===== config.mk =====
export PLATFORM = sky130hd
export DESIGN_NAME = loop_engine
export DESIGN_NICKNAME = d
export VERILOG_FILES = /design/src/rtl/loop_engine_pkg.sv /design/src/rtl/loop_engine_step.sv /design/src/rtl/loop_engine.sv
export SDC_FILE = /design/constraint.sdc
export NUM_CORES = 1
export LEC_CHECK = 0
export CAP_MARGIN = 20
export CORE_ASPECT_RATIO = 0.5
export CORE_MARGIN = 2
export CORE_UTILIZATION = 35
export CTS_BUF_LIST = sky130_fd_sc_hd__clkbuf_8
export CTS_CLUSTER_DIAMETER = 40
export DETAILED_ROUTE_END_ITERATION = 10
export PLACE_DENSITY = 0.64
export SYNTH_ARGS = -nofsm -noshare
export SYNTH_HDL_FRONTEND = slang
export SYNTH_SLANG_ARGS = --single-unit

===== constraint.sdc =====
create_clock -name clk -period 2.5 [get_ports clk]
set_clock_uncertainty 0.1 [all_clocks]
set_input_delay 0.5 -clock clk [delete_from_list [all_inputs] [get_ports clk]]
set_output_delay 0.5 -clock clk [all_outputs]
set_load 0.02 [all_outputs]

===== src/rtl/loop_engine_pkg.sv =====
// loop_engine_pkg: shared state type, default loop constants and the accumulator add.
// Defining LOOP_ENGINE_SATURATE_EN makes additions saturate instead of wrapping.
package loop_engine_pkg;
    typedef enum logic {IDLE, RUN} state_t;

    localparam int DEF_WIDTH   = 32;
    localparam int DEF_ITER_W  = 8;
    localparam int DEF_A_STEP  = 10;
    localparam int DEF_B_STEP  = 5;
    localparam int DEF_A_LIMIT = 100;
    localparam int DEF_B_LIMIT = 10;

    // Operands are sign-extended w-bit values; the result is correct in its low w bits.
    function automatic logic signed [63:0] step_add(input logic signed [63:0] x,
                                                    input logic signed [63:0] y,
                                                    input int w);
        logic signed [63:0] s;
`ifdef LOOP_ENGINE_SATURATE_EN
        logic signed [63:0] hi;
        s  = x + y;
        hi = (64'sd1 <<< (w - 1)) - 64'sd1;
        return s > hi ? hi : s < ~hi ? ~hi : s;
`else
        s = x + y;
        return (s <<< (64 - w)) >>> (64 - w);
`endif
    endfunction
endpackage


===== src/rtl/loop_engine_step.sv =====
// loop_step: combinational evaluation of one loop iteration on A and B.
module loop_step
    import loop_engine_pkg::*;
#(
    parameter int WIDTH   = DEF_WIDTH,
    parameter int A_STEP  = DEF_A_STEP,
    parameter int B_STEP  = DEF_B_STEP,
    parameter int A_LIMIT = DEF_A_LIMIT,
    parameter int B_LIMIT = DEF_B_LIMIT
) (
    input  logic signed [WIDTH-1:0] a,
    input  logic signed [WIDTH-1:0] b,
    output logic signed [WIDTH-1:0] a_nx,
    output logic signed [WIDTH-1:0] b_nx,
    output logic                    brk
);
    localparam logic signed [WIDTH-1:0] A_ST  = WIDTH'(A_STEP);
    localparam logic signed [WIDTH-1:0] B_ST  = WIDTH'(B_STEP);
    localparam logic signed [WIDTH-1:0] A_LIM = WIDTH'(A_LIMIT);
    localparam logic signed [WIDTH-1:0] B_LIM = WIDTH'(B_LIMIT);

    logic a_gt;

    always_comb begin
        a_gt = a > A_LIM;
        brk  = a_gt && b > B_LIM;
        a_nx = a_gt ? a : WIDTH'(step_add(64'(a), 64'(A_ST), WIDTH));
        b_nx = a_gt && !brk ? WIDTH'(step_add(64'(b), 64'(B_ST), WIDTH)) : b;
    end
endmodule


===== src/rtl/loop_engine.sv =====
// loop_engine: runs up to iter_count break/continue loop iterations, one per clock.
// Additions saturate when LOOP_ENGINE_SATURATE_EN is defined, otherwise they wrap.
module loop_engine
    import loop_engine_pkg::*;
#(
    parameter int WIDTH   = DEF_WIDTH,
    parameter int ITER_W  = DEF_ITER_W,
    parameter int A_STEP  = DEF_A_STEP,
    parameter int B_STEP  = DEF_B_STEP,
    parameter int A_LIMIT = DEF_A_LIMIT,
    parameter int B_LIMIT = DEF_B_LIMIT
) (
    input  logic                    clk,
    input  logic                    rst_n,
    input  logic                    start,
    input  logic [ITER_W-1:0]       iter_count,
    output logic                    busy,
    output logic                    done,
    output logic signed [WIDTH-1:0] a_out,
    output logic signed [WIDTH-1:0] b_out,
    output logic [ITER_W-1:0]       iters_run,
    output logic                    broke
);
    state_t                    state, state_nx;
    logic [ITER_W-1:0]         remaining;
    logic signed [WIDTH-1:0]   a_nx, b_nx;
    logic                      brk, accept, last;

    loop_step #(
        .WIDTH(WIDTH), .A_STEP(A_STEP), .B_STEP(B_STEP),
        .A_LIMIT(A_LIMIT), .B_LIMIT(B_LIMIT)
    ) u_step (
        .a(a_out), .b(b_out), .a_nx(a_nx), .b_nx(b_nx), .brk(brk)
    );

    always_comb begin
        accept   = state == IDLE && start;
        last     = state == RUN && (brk || remaining == ITER_W'(1));
        state_nx = state == IDLE ? (accept && iter_count != '0 ? RUN : IDLE)
                                 : (last ? IDLE : RUN);
        busy     = state == RUN;
    end

    always_ff @(posedge clk or negedge rst_n)
        if (!rst_n) state <= IDLE;
        else        state <= state_nx;

    always_ff @(posedge clk or negedge rst_n)
        if (!rst_n) begin
            done      <= 1'b0;
            a_out     <= '0;
            b_out     <= '0;
            iters_run <= '0;
            broke     <= 1'b0;
            remaining <= '0;
        end else begin
            done <= (accept && iter_count == '0) || last;
            if (accept) begin
                a_out     <= '0;
                b_out     <= '0;
                iters_run <= '0;
                broke     <= 1'b0;
                remaining <= iter_count;
            end else if (state == RUN) begin
                a_out     <= a_nx;
                b_out     <= b_nx;
                iters_run <= iters_run + ITER_W'(1);
                broke     <= brk;
                remaining <= remaining - ITER_W'(1);
            end
        end
endmodule


==> results of run 1 <==
## cell usage after synthesis, drive strengths merged (2+ instances only)
library cell | instances | share of area
a211oi | 3 | 0.0049
a21oi | 30 | 0.032
a311oi | 2 | 0.0051
a31o | 2 | 0.0038
a31oi | 4 | 0.0067
and3 | 4 | 0.0054
and4 | 7 | 0.013
buf | 14 | 0.015
clkbuf | 14 | 0.011
dfrtp | 82 | 0.44
ha | 6 | 0.016
inv | 16 | 0.013
mux2i | 23 | 0.050
nand2 | 64 | 0.052
nand2b | 4 | 0.0054
nand3 | 31 | 0.035
nand4 | 25 | 0.034
nor2 | 26 | 0.021
nor2b | 3 | 0.0040
nor3 | 16 | 0.017
nor4 | 25 | 0.042
o2111ai | 2 | 0.0038
o211ai | 11 | 0.018
o21a | 4 | 0.0065
o21ai | 19 | 0.021
o22ai | 3 | 0.0040
o311ai | 6 | 0.011
o31a | 4 | 0.0076
o31ai | 19 | 0.032
o41ai | 6 | 0.011
or3 | 7 | 0.0094
or4 | 15 | 0.025
xnor2 | 3 | 0.0057
## routing by layer
metal | vias to the layer above | global-route usage | wire length, um
met5 | - | 0 | 0
met4 | 0 | 0.05643 | 164
met3 | 13 | 0.04104 | 504
met2 | 79 | 0.3178 | 6138
met1 | 2187 | 0.2755 | 6661
li1 | 2188 | - | -
## layout make-up
type,count,area (um^2)
Inverter,16,60.06
Timing Repair Buffer,136,1254
Multi-Input combinational cell,384,2426
Sequential cell,82,2052
Clock buffer,10,137.6
Fill cell,1202,6585
Tap cell,170,212.7
Clock inverter,6,81.33
## flip-flops by register name, indices dropped and copies added (netlist names)
name       flops
a_out         31
b_out         32
broke          1
busy           1
done           1
iters_run      8
remaining      8
## logic make-up after synthesis
group	count (synthesis)
mux	23
other cells	1
buf+inv	44
simple gates	231
flops	82
compound gates	119
xor+xnor	4
fa+ha+maj	6
## cells in the final DEF, fill, tap and decap left out, types with 10 or more instances in the layout
| cell | synthesis | layout |
|---|---|---|
| clkdlybuf4s50_1 | 0 | 83 |
| dfrtp_1 | 82 | 82 |
| nand2_1 | 64 | 63 |
| buf_4 | 2 | 51 |
| nand3_1 | 30 | 30 |
| a21oi_1 | 30 | 30 |
| nor2_1 | 26 | 26 |
| nand4_1 | 25 | 25 |
| mux2i_1 | 23 | 23 |
| nor4_1 | 22 | 22 |
| o21ai_0 | 19 | 19 |
| o31ai_1 | 18 | 18 |
| inv_1 | 16 | 17 |
| nor3_1 | 16 | 16 |
| or4_1 | 14 | 14 |
| o211ai_1 | 11 | 11 |
| clkbuf_8 | 0 | 10 |
## stage by stage
stage	utilization	instances	total power [mW]	hold WS, ns
detailed placement	0.4679	788	4.187	0.3896
CTS	0.4850	804	5.283	0.01394
finish	0.4859	804	5.261	-0.007356
floorplan	-	510	3.244	0.1044
global route	0.4859	804	5.625	0.02436
global placement	0.4679	788	4.151	0.3746
## final timing paths
path	start	end	slack [ns]	cells after the start
max in group asynchronous	rst_n	a_out[30]$_DFFE_PN0P_	1.66	2
setup reg to reg	b_out[22]$_DFFE_PN0P_	b_out[17]$_DFFE_PN0P_	0.13	6
min in group clk	iters_run[7]$_DFFE_PN0P_	iters_run[7]$_DFFE_PN0P_	0.40	1
setup / recovery	busy$_DFF_PN0_	busy	0.11	2
hold / removal	rst_n	iters_run[6]$_DFFE_PN0P_	-0.007	1
hold reg to reg	iters_run[7]$_DFFE_PN0P_	iters_run[7]$_DFFE_PN0P_	0.40	1
## where the power goes
part | total, mW | internal [mW] | switching (mW)
Sequential | 1.85 | 1.55 | 0.295
Clock | 1.09 | 0.583 | 0.509
Combinational | 2.32 | 0.924 | 1.40
==> impl_results.md, run 1 <==
- Syn Inst Count: 510
- Initial antenna violation count: 0
- Detailed Route WL: approximately 13000 um
- Pwr per Cell Area: ~850 nW/um^2
- CP Buf/Inv Count: 2
- Fin crit share: 0.9576
- Clock Root Buffer: clkbuf_8
- Synth Area in Compound Gates: 0.1745
- Diode count: 0
- Critical Path RT: roughly 1.9 ns
- Min Hold Slack: -0.007356 ns
- Post-route cell area: around 6200 um^2
- Post-route DRC: 0
- CP max FO: 31
- Cell Area, Synth: 4638 um^2
- Status: complete, but fails checks
- Net count, final: between 600 and 700
- Pre-CTS setup slack: between 0.1 and 0.15 ns
- Clk buf depth: 2
- Area after DPL: 5993 um^2
- Syn avg cell area: between 9 and 10 um^2
- Grt ovf: 0
- Routed len/inst: approximately 17 um
- CTS sink cnt: 82
- Setup bufs post-CTS: 0
- Crit path arrival time: roughly 1.8 ns
- Rows: 29
- RD Place Congestion: about 0.83
- Post-synth net total: approximately 530
- 1st-iter DRT viols: around 320
- Layout cells sized above 1: 0.1246
- Worst-Margin Slew: 0.6159 ns
- Relative slew slack: 0.5879
- Tmin final: roughly 2.4 ns
- H-tree Lvls: 3
- Worst-path cell chain: buf_4 -> clkdlybuf4s50_1
- Seq/Total Area, Yosys: 0.4424
- Routed Antenna Nets: 0
- Chip height: approximately 85 um
- Synth Area in Adders: 0.01619
- Post-synthesis xor/xnor area fraction: 0.007553
- Final hold vios: 1
- Number of synthesized register bits: between 80 and 90
- Final Max Slew Viols: 0
- Final setup margin: roughly 0.11 ns
- Port bufs: 84
- P&R area growth vs syn: 34.18%
- Startpoint types: register
- Synth Flop Type: dfrtp_1
- Max-cap violations: 0
- Setup TNS: 0 ns
- Worst Setup Path Type: reg -> out
- Total core area: about 13000 um^2
- Max Fclk: about 420 MHz
- Slowest CP cell: clkdlybuf4s50_1
- Clock-pin slew on the worst setup and hold paths: 0.09 ns
- Largest net degree at the start of global routing: between 40 and 50
- DR vias: roughly 4500
- Failing checks: negative hold slack
- Leakage: 2.530 nW
- Cts bufs inserted: 9
- Crit-path max cell delay: about 0.67 ns
- Post-synth EDFFs: 0
- FFs w/ async S/R, synth: 1.000
- I/O Pins: 86
- Avg Vias per Cell: 5.556
- Clock latency on the worst-skew pair: between 0.3 and 0.4 ns
- Hpwl dp: 9659 um
- First-pass GRT wire length: approximately 23000 um
- Unrepaired setup endpoints after global routing: no
- CP top delay family: buffers and inverters
- Number of library cell types mapped by synthesis: between 50 and 60
- Hold crit path type: in -> async
- CTS tree: yes
- Vias in the first global route: 4336
- Die X: 166.8 um
- Largest family of logic cells by synthesized area: simple AND/OR/NAND/NOR gates
- Initial core utilization: 0.3621
- Hold Buf Count CTS: 0
- Crit. End Element: output pin
- Final Setup Violations: 0
- DIE AREA: around 14000 um^2
- Synth Area in Simple Gates: 0.2695
- Mux contribution to synthesized area: 0.04964
- Max rail drop VDD: roughly 0.47 mV
- Warnings from Yosys: 0
- Total Routing Usage GR: 0.1987
- Total iterations of the first detailed-routing run: 4
- Post-cts repair resize count: 0
No activity file was read; power rests on OpenSTA's default activity.
==> run 2: changes to the inputs <==
CORE_UTILIZATION = 54   (was 35)
PLACE_DENSITY = 0.89   (was 0.64)
SETUP_SLACK_MARGIN = 0.1   (was not set)
SKIP_CTS_REPAIR_TIMING = 1   (was not set)
==> run 2 against run 1 <==
The flow now finishes without violations. Combinational power increased by 12%. First-iteration DRC count is 79% higher. Clock power decreased by 16%. Power up 2.1%. Setup slack worse by 0.0038 ns. Sequential power about the same. Design area fell by 0.38%. Count of clock-buffer cells in the layout grew 2. Critical path depth up 3. Utilization increased by 27 points.
==> impl_results.md, run 2 (synthesis gave the netlist of run 1 again) <==
- Status: finished, final reports clean
- Final Setup Violations: 0
- Commonest non-fill, non-tap cells in the layout: 83 x clkdlybuf4s50_1, 74 x dfrtp_1, 63 x nand2_1, 42 x buf_4, 30 x nand3_1
- Max reg flops: 32
- Critical Path RT: around 2.7 ns
- Rows: 23
- Net count, final: around 640
- Hpwl dp: between 9000 and 10000 um
- Cts bufs inserted: 9
- Top Registers: b_out (32), a_out (31)
- Initial antenna violation count: 0
- Total Routing Usage GR: 0.2974
- Unrepaired setup endpoints after global routing: yes
- CP max FO: 8
- CTS tree: yes
- Clk buf depth: 2
- R2R Path End: a_out[13]$_DFFE_PN0P_
- End-of-flow core utilization: 0.7586
- Crit path arrival time: around 2.6 ns
- Fillers: around 530
- P&R area growth vs syn: 33.67%
- Hold crit path type: in -> async
- Initial core utilization: 0.5675
- Relative slew slack: 0.5910
- DIE AREA: roughly 9400 um^2
- Post-route DRC: 0
- Startpoint types: register
- Die X: 135.1 um
- Reg2reg start: a_out[13]$_DFFE_PN0P_
- Grt ovf: 0
- I/O Pins: 86
- FF-to-FF setup slack: 0.10 ns
- Final std cells w/o fill: 740
- Fin crit share: 0.9591
- CTS sink cnt: 82
- Largest net degree at the start of global routing: 43
- Clock-pin slew on the worst setup and hold paths: 0.08 ns
- Clock latency on the worst-skew pair: between 0.3 and 0.4 ns
- Routed Antenna Nets: 0
- Max-cap violations: 0
- Slowest CP cell: nor4_1
- Power Total: ~5.4 mW
- RD Place Congestion: ~0.84
- Placed Cells incl. Taps: roughly 720
- Clock Root Buffer: clkbuf_8
- Port bufs: 84
- First-pass GRT wire length: 22160 um
- Avg Vias per Cell: between 6 and 7
- Worst-Margin Slew: roughly 0.6 ns
- Diode count: 0
- Total iterations of the first detailed-routing run: 5
- Worst Setup Path Type: reg -> reg
- Pwr per Cell Area: between 800 and 900 nW/um^2
- Routed len/inst: roughly 19 um
- Layout cells sized above 1: 0.1497
- Crit. End Element: register
- Worst-path cell chain: nor4_1 -> and4_2 -> a31oi_2 -> nor4_1 -> mux2i_1
- Final hold vios: 0
- Tmin final: about 2.4 ns
- Largest reg by FF count: b_out
- Vias in the first global route: 4376
- Chip height: between 60 and 70 um
- Setup TNS: 0 ns
- Final Max Slew Viols: 0
- Max rail drop VDD: slightly below 0.8 mV
- Total core area: a little over 8000 um^2
- Leakage: 2.507 nW
- Worst r2r path cells: 5
- 1st-iter DRT viols: 573
- Top cell by count, worst path: nor4_1
- Most common cell after layout, fill and taps aside: clkdlybuf4s50_1
- H-tree Lvls: 3
- Crit-path max cell delay: 0.53 ns
- DR vias: roughly 4800
- Max Fclk: around 420 MHz
- Detailed Route WL: 13950 um
## run 2: through the flow
step,worst slack [ns],hold WS (ns),instance area [um^2]
2_1_floorplan,0.2782,0.1044,4638
3_3_place_gp,0.1305,0.3717,5851
3_5_place_dp,0.08082,0.3889,5851
4_1_cts,0.02784,0.01526,6028
5_1_grt,0.007804,0.02619,6200
6_report,0.1022,0.003550,6200
## run 2: how the worst max path moves through the flow
stage	from	endpoint	slack [ns]
2_1_floorplan	b_out[0]$_DFFE_PN0P_	b_out[17]$_DFFE_PN0P_	0.28
3_3_place_gp	b_out[0]$_DFFE_PN0P_	b_out[30]$_DFFE_PN0P_	0.13
3_5_place_dp	b_out[0]$_DFFE_PN0P_	b_out[30]$_DFFE_PN0P_	0.08
4_1_cts	b_out[0]$_DFFE_PN0P_	b_out[30]$_DFFE_PN0P_	0.03
5_1_grt	b_out[30]$_DFFE_PN0P_	b_out[8]$_DFFE_PN0P_	0.008
6_report	a_out[13]$_DFFE_PN0P_	a_out[13]$_DFFE_PN0P_	0.10
## run 2: worst max-delay path, delay by kind of cell, from the launching register on
kind / cells / cell delay (ns)
compound gates: 1 / 0.21
simple gates: 3 / 1.34
flops: 1 / 0.44
mux: 1 / 0.23
## run 2: routing by layer
| metal | share of wire | vias up | GRT usage |
|---|---|---|---|
| met5 | 0 | - | 0 |
| met4 | 0.019 | 0 | 0.07523 |
| met3 | 0.085 | 37 | 0.07091 |
| met2 | 0.48 | 261 | 0.4664 |
| met1 | 0.42 | 2349 | 0.4182 |
| li1 | - | 2181 | - |
## run 2: area by class of cell
cell class,instances,area (um^2),area share
sequential,82,2062,0.3326
timing repair buffer,132,1274,0.2054
tap,112,140.1,0.02260
multi-input combinational,384,2486,0.4010
clock inverter,2,12.51,0.002018
inverter,16,60.06,0.009687
clock buffer,12,165.2,0.02664
## run 2: where the power goes
part	total, mW	internal (mW)	leakage [nW]	switching (mW)
Clock	0.913	0.430	0.0903	0.483
Combinational	2.59	1.08	1.34	1.51
Sequential	1.87	1.56	1.08	0.308
Total	5.37	3.07	2.51	2.30
==> run 3: changes to the inputs <==
CORE_UTILIZATION = 40   (was 54)
PLACE_DENSITY = 0.71   (was 0.89)
==> run 3 against run 2 <==
Die area up 33%. Sequential power about the same. Register-to-register slack improved by 0.08 ns. First-iteration DRC count shrank 53%. Sequential share of layout area is 0.46 points lower. Utilization is 20 points lower. Sequential cell count unchanged. Critical path depth shrank 3. Via count decreased by 6.7%. Hold slack gained 0.40 ns. Power down 2.1%. Critical path type is now reg -> out. Largest power group unchanged.
==> impl_results.md, run 3 (synthesis gave the netlist of run 1 again) <==
- Status: finished, final reports clean
- Clock-pin slew on the worst setup and hold paths: ~0.090 ns
- Origin of the worst setup path: busy$_DFF_PN0_
- Post-route DRC: 0
- Max reg flops: 32
- Top Registers: b_out (32), a_out (31)
- Final Setup Violations: 0
- Leakage: around 2.5 nW
- Worst Setup Path Type: reg -> out
- Layout cells sized above 1: 0.1528
- Crit path arrival time: 1.73 ns
- Max Fclk: 428.4 MHz
- Total Routing Usage GR: 0.2144
- Worst-Margin Slew: approximately 0.76 ns
- Hold path startpoint: iters_run[7]$_DFFE_PN0P_
- Clock latency on the worst-skew pair: about 0.37 ns
- Detailed Route WL: between 10000 and 15000 um
- Vias in the first global route: ~4100
- CTS tree: yes
- Total iterations of the first detailed-routing run: 4
- I/O Pins: 86
- Critical Path RT: about 1.9 ns
- Fin crit share: 0.9338
- Routed Antenna Nets: 0
- Startpoint types: register
- End-of-flow core utilization: 0.5622
- Max rail drop VDD: between 0.6 and 0.7 mV
- Largest net degree at the start of global routing: slightly above 40
- Total core area: 11150 um^2
- CP max FO: 31
- Setup TNS: 0 ns
- H-tree Lvls: 3
- Max-cap violations: 0
- Clk buf depth: 2
- Pre-CTS setup slack: 0.1302 ns
- Commonest non-fill, non-tap cells in the layout: 83 x clkdlybuf4s50_1, 79 x dfrtp_1, 63 x nand2_1, 50 x buf_4
- Crit. End Element: output pin
- RD Place Congestion: between 0.8 and 0.9
- Port bufs: 84
- Post-route cell area: around 6300 um^2
- Final setup margin: ~0.17 ns
- First-pass GRT wire length: 21280 um
- Reg2reg start: b_out[12]$_DFFE_PN0P_
- Net count, final: around 650
- Tmin final: 2.334 ns
- Diode count: 0
- Clock Root Buffer: clkbuf_8
- Grt ovf: 0
- Initial core utilization: 0.4160
- Chip height: roughly 80 um
- Final hold vios: 0
- CTS sink cnt: between 80 and 90
- DIE AREA: around 13000 um^2
- Initial antenna violation count: 0
- P&R area growth vs syn: 35.12%
- Rows: 27
- Relative slew slack: 0.4884
- Largest reg by FF count: b_out
- Hold crit path type: reg -> reg
- Routed len/inst: roughly 17 um
- DR vias: about 4500
- Die X: roughly 160 um
- Hpwl dp: ~9300 um
- Unrepaired setup endpoints after global routing: yes
- Final Max Slew Viols: 0
- Cts bufs inserted: 9
- 1st-iter DRT viols: ~270
- Area after DPL: 5952 um^2
- Avg Vias per Cell: approximately 5.8
- Most common cell after layout, fill and taps aside: clkdlybuf4s50_1
- Pwr per Cell Area: between 800 and 900 nW/um^2
-- run 3: changes by cell type in the layout (fill, tap and decap cells not counted), moves of 3 or more --
| cell | before | now |
|---|---|---|
| buf_4 | 42 | 50 |
| clkbuf_8 | 12 | 9 |
| clkinvlp_4 | 1 | 4 |
| dfrtp_1 | 74 | 79 |
| dfrtp_2 | 8 | 3 |
| nor4_1 | 15 | 12 |
-- run 3: through the flow --
| stage | instances | hold slack (ns) | power [mW] |
|---|---|---|---|
| after global placement | 760 | 0.3741 | 4.147 |
| final | 780 | 0.4072 | 5.256 |
| after floorplan | 510 | 0.1044 | 3.244 |
| after detailed placement | 760 | 0.3724 | 4.203 |
| after global routing | 780 | 0.4381 | 5.606 |
| after CTS | 776 | -0.02689 | 5.183 |
-- run 3: layout make-up --
cell class | instances | area, um^2
Clock buffer | 9 | 123.9
Multi-Input combinational cell | 384 | 2500
Clock inverter | 7 | 70.07
Sequential cell | 82 | 2056
Inverter | 16 | 60.06
Timing Repair Buffer | 137 | 1276
Tap cell | 145 | 181.4
Fill cell | 1002 | 4881
-- run 3: power by group --
group / leakage, nW / internal (mW) / total (mW) / switching [mW]
Combinational: 1.36 / 0.988 / 2.43 / 1.44
Sequential: 1.09 / 1.55 / 1.85 / 0.301
Clock: 0.0873 / 0.457 / 0.976 / 0.519
Total: 2.53 / 3.00 / 5.26 / 2.26
-- run 3: path summary, 6_finish.rpt --
check                                      endpoint  slack, ns  depth (start not counted)
max reg2reg                   b_out[30]$_DFFE_PN0P_       0.18                          6
min in group asynchronous     b_out[15]$_DFFE_PN0P_       0.51                          2
min                        iters_run[7]$_DFFE_PN0P_       0.41                          1
max                                            busy       0.17                          2
max in group asynchronous     b_out[12]$_DFFE_PN0P_       1.17                          3
min reg2reg                iters_run[7]$_DFFE_PN0P_       0.41                          1
-- run 3: routing by layer --
metal,share of wire,wire (um),global-route usage
met1,0.49,6429,0.3060
met2,0.45,5940,0.3383
met3,0.052,688,0.04695
met4,0.0057,75,0.03853
met5,0,0,0
-- run 3: worst max-delay path, stage by stage (launching register included) --
cell and delay (ns):
dfrtp_1 0.37, buf_4 0.32, clkdlybuf4s50_1 0.68
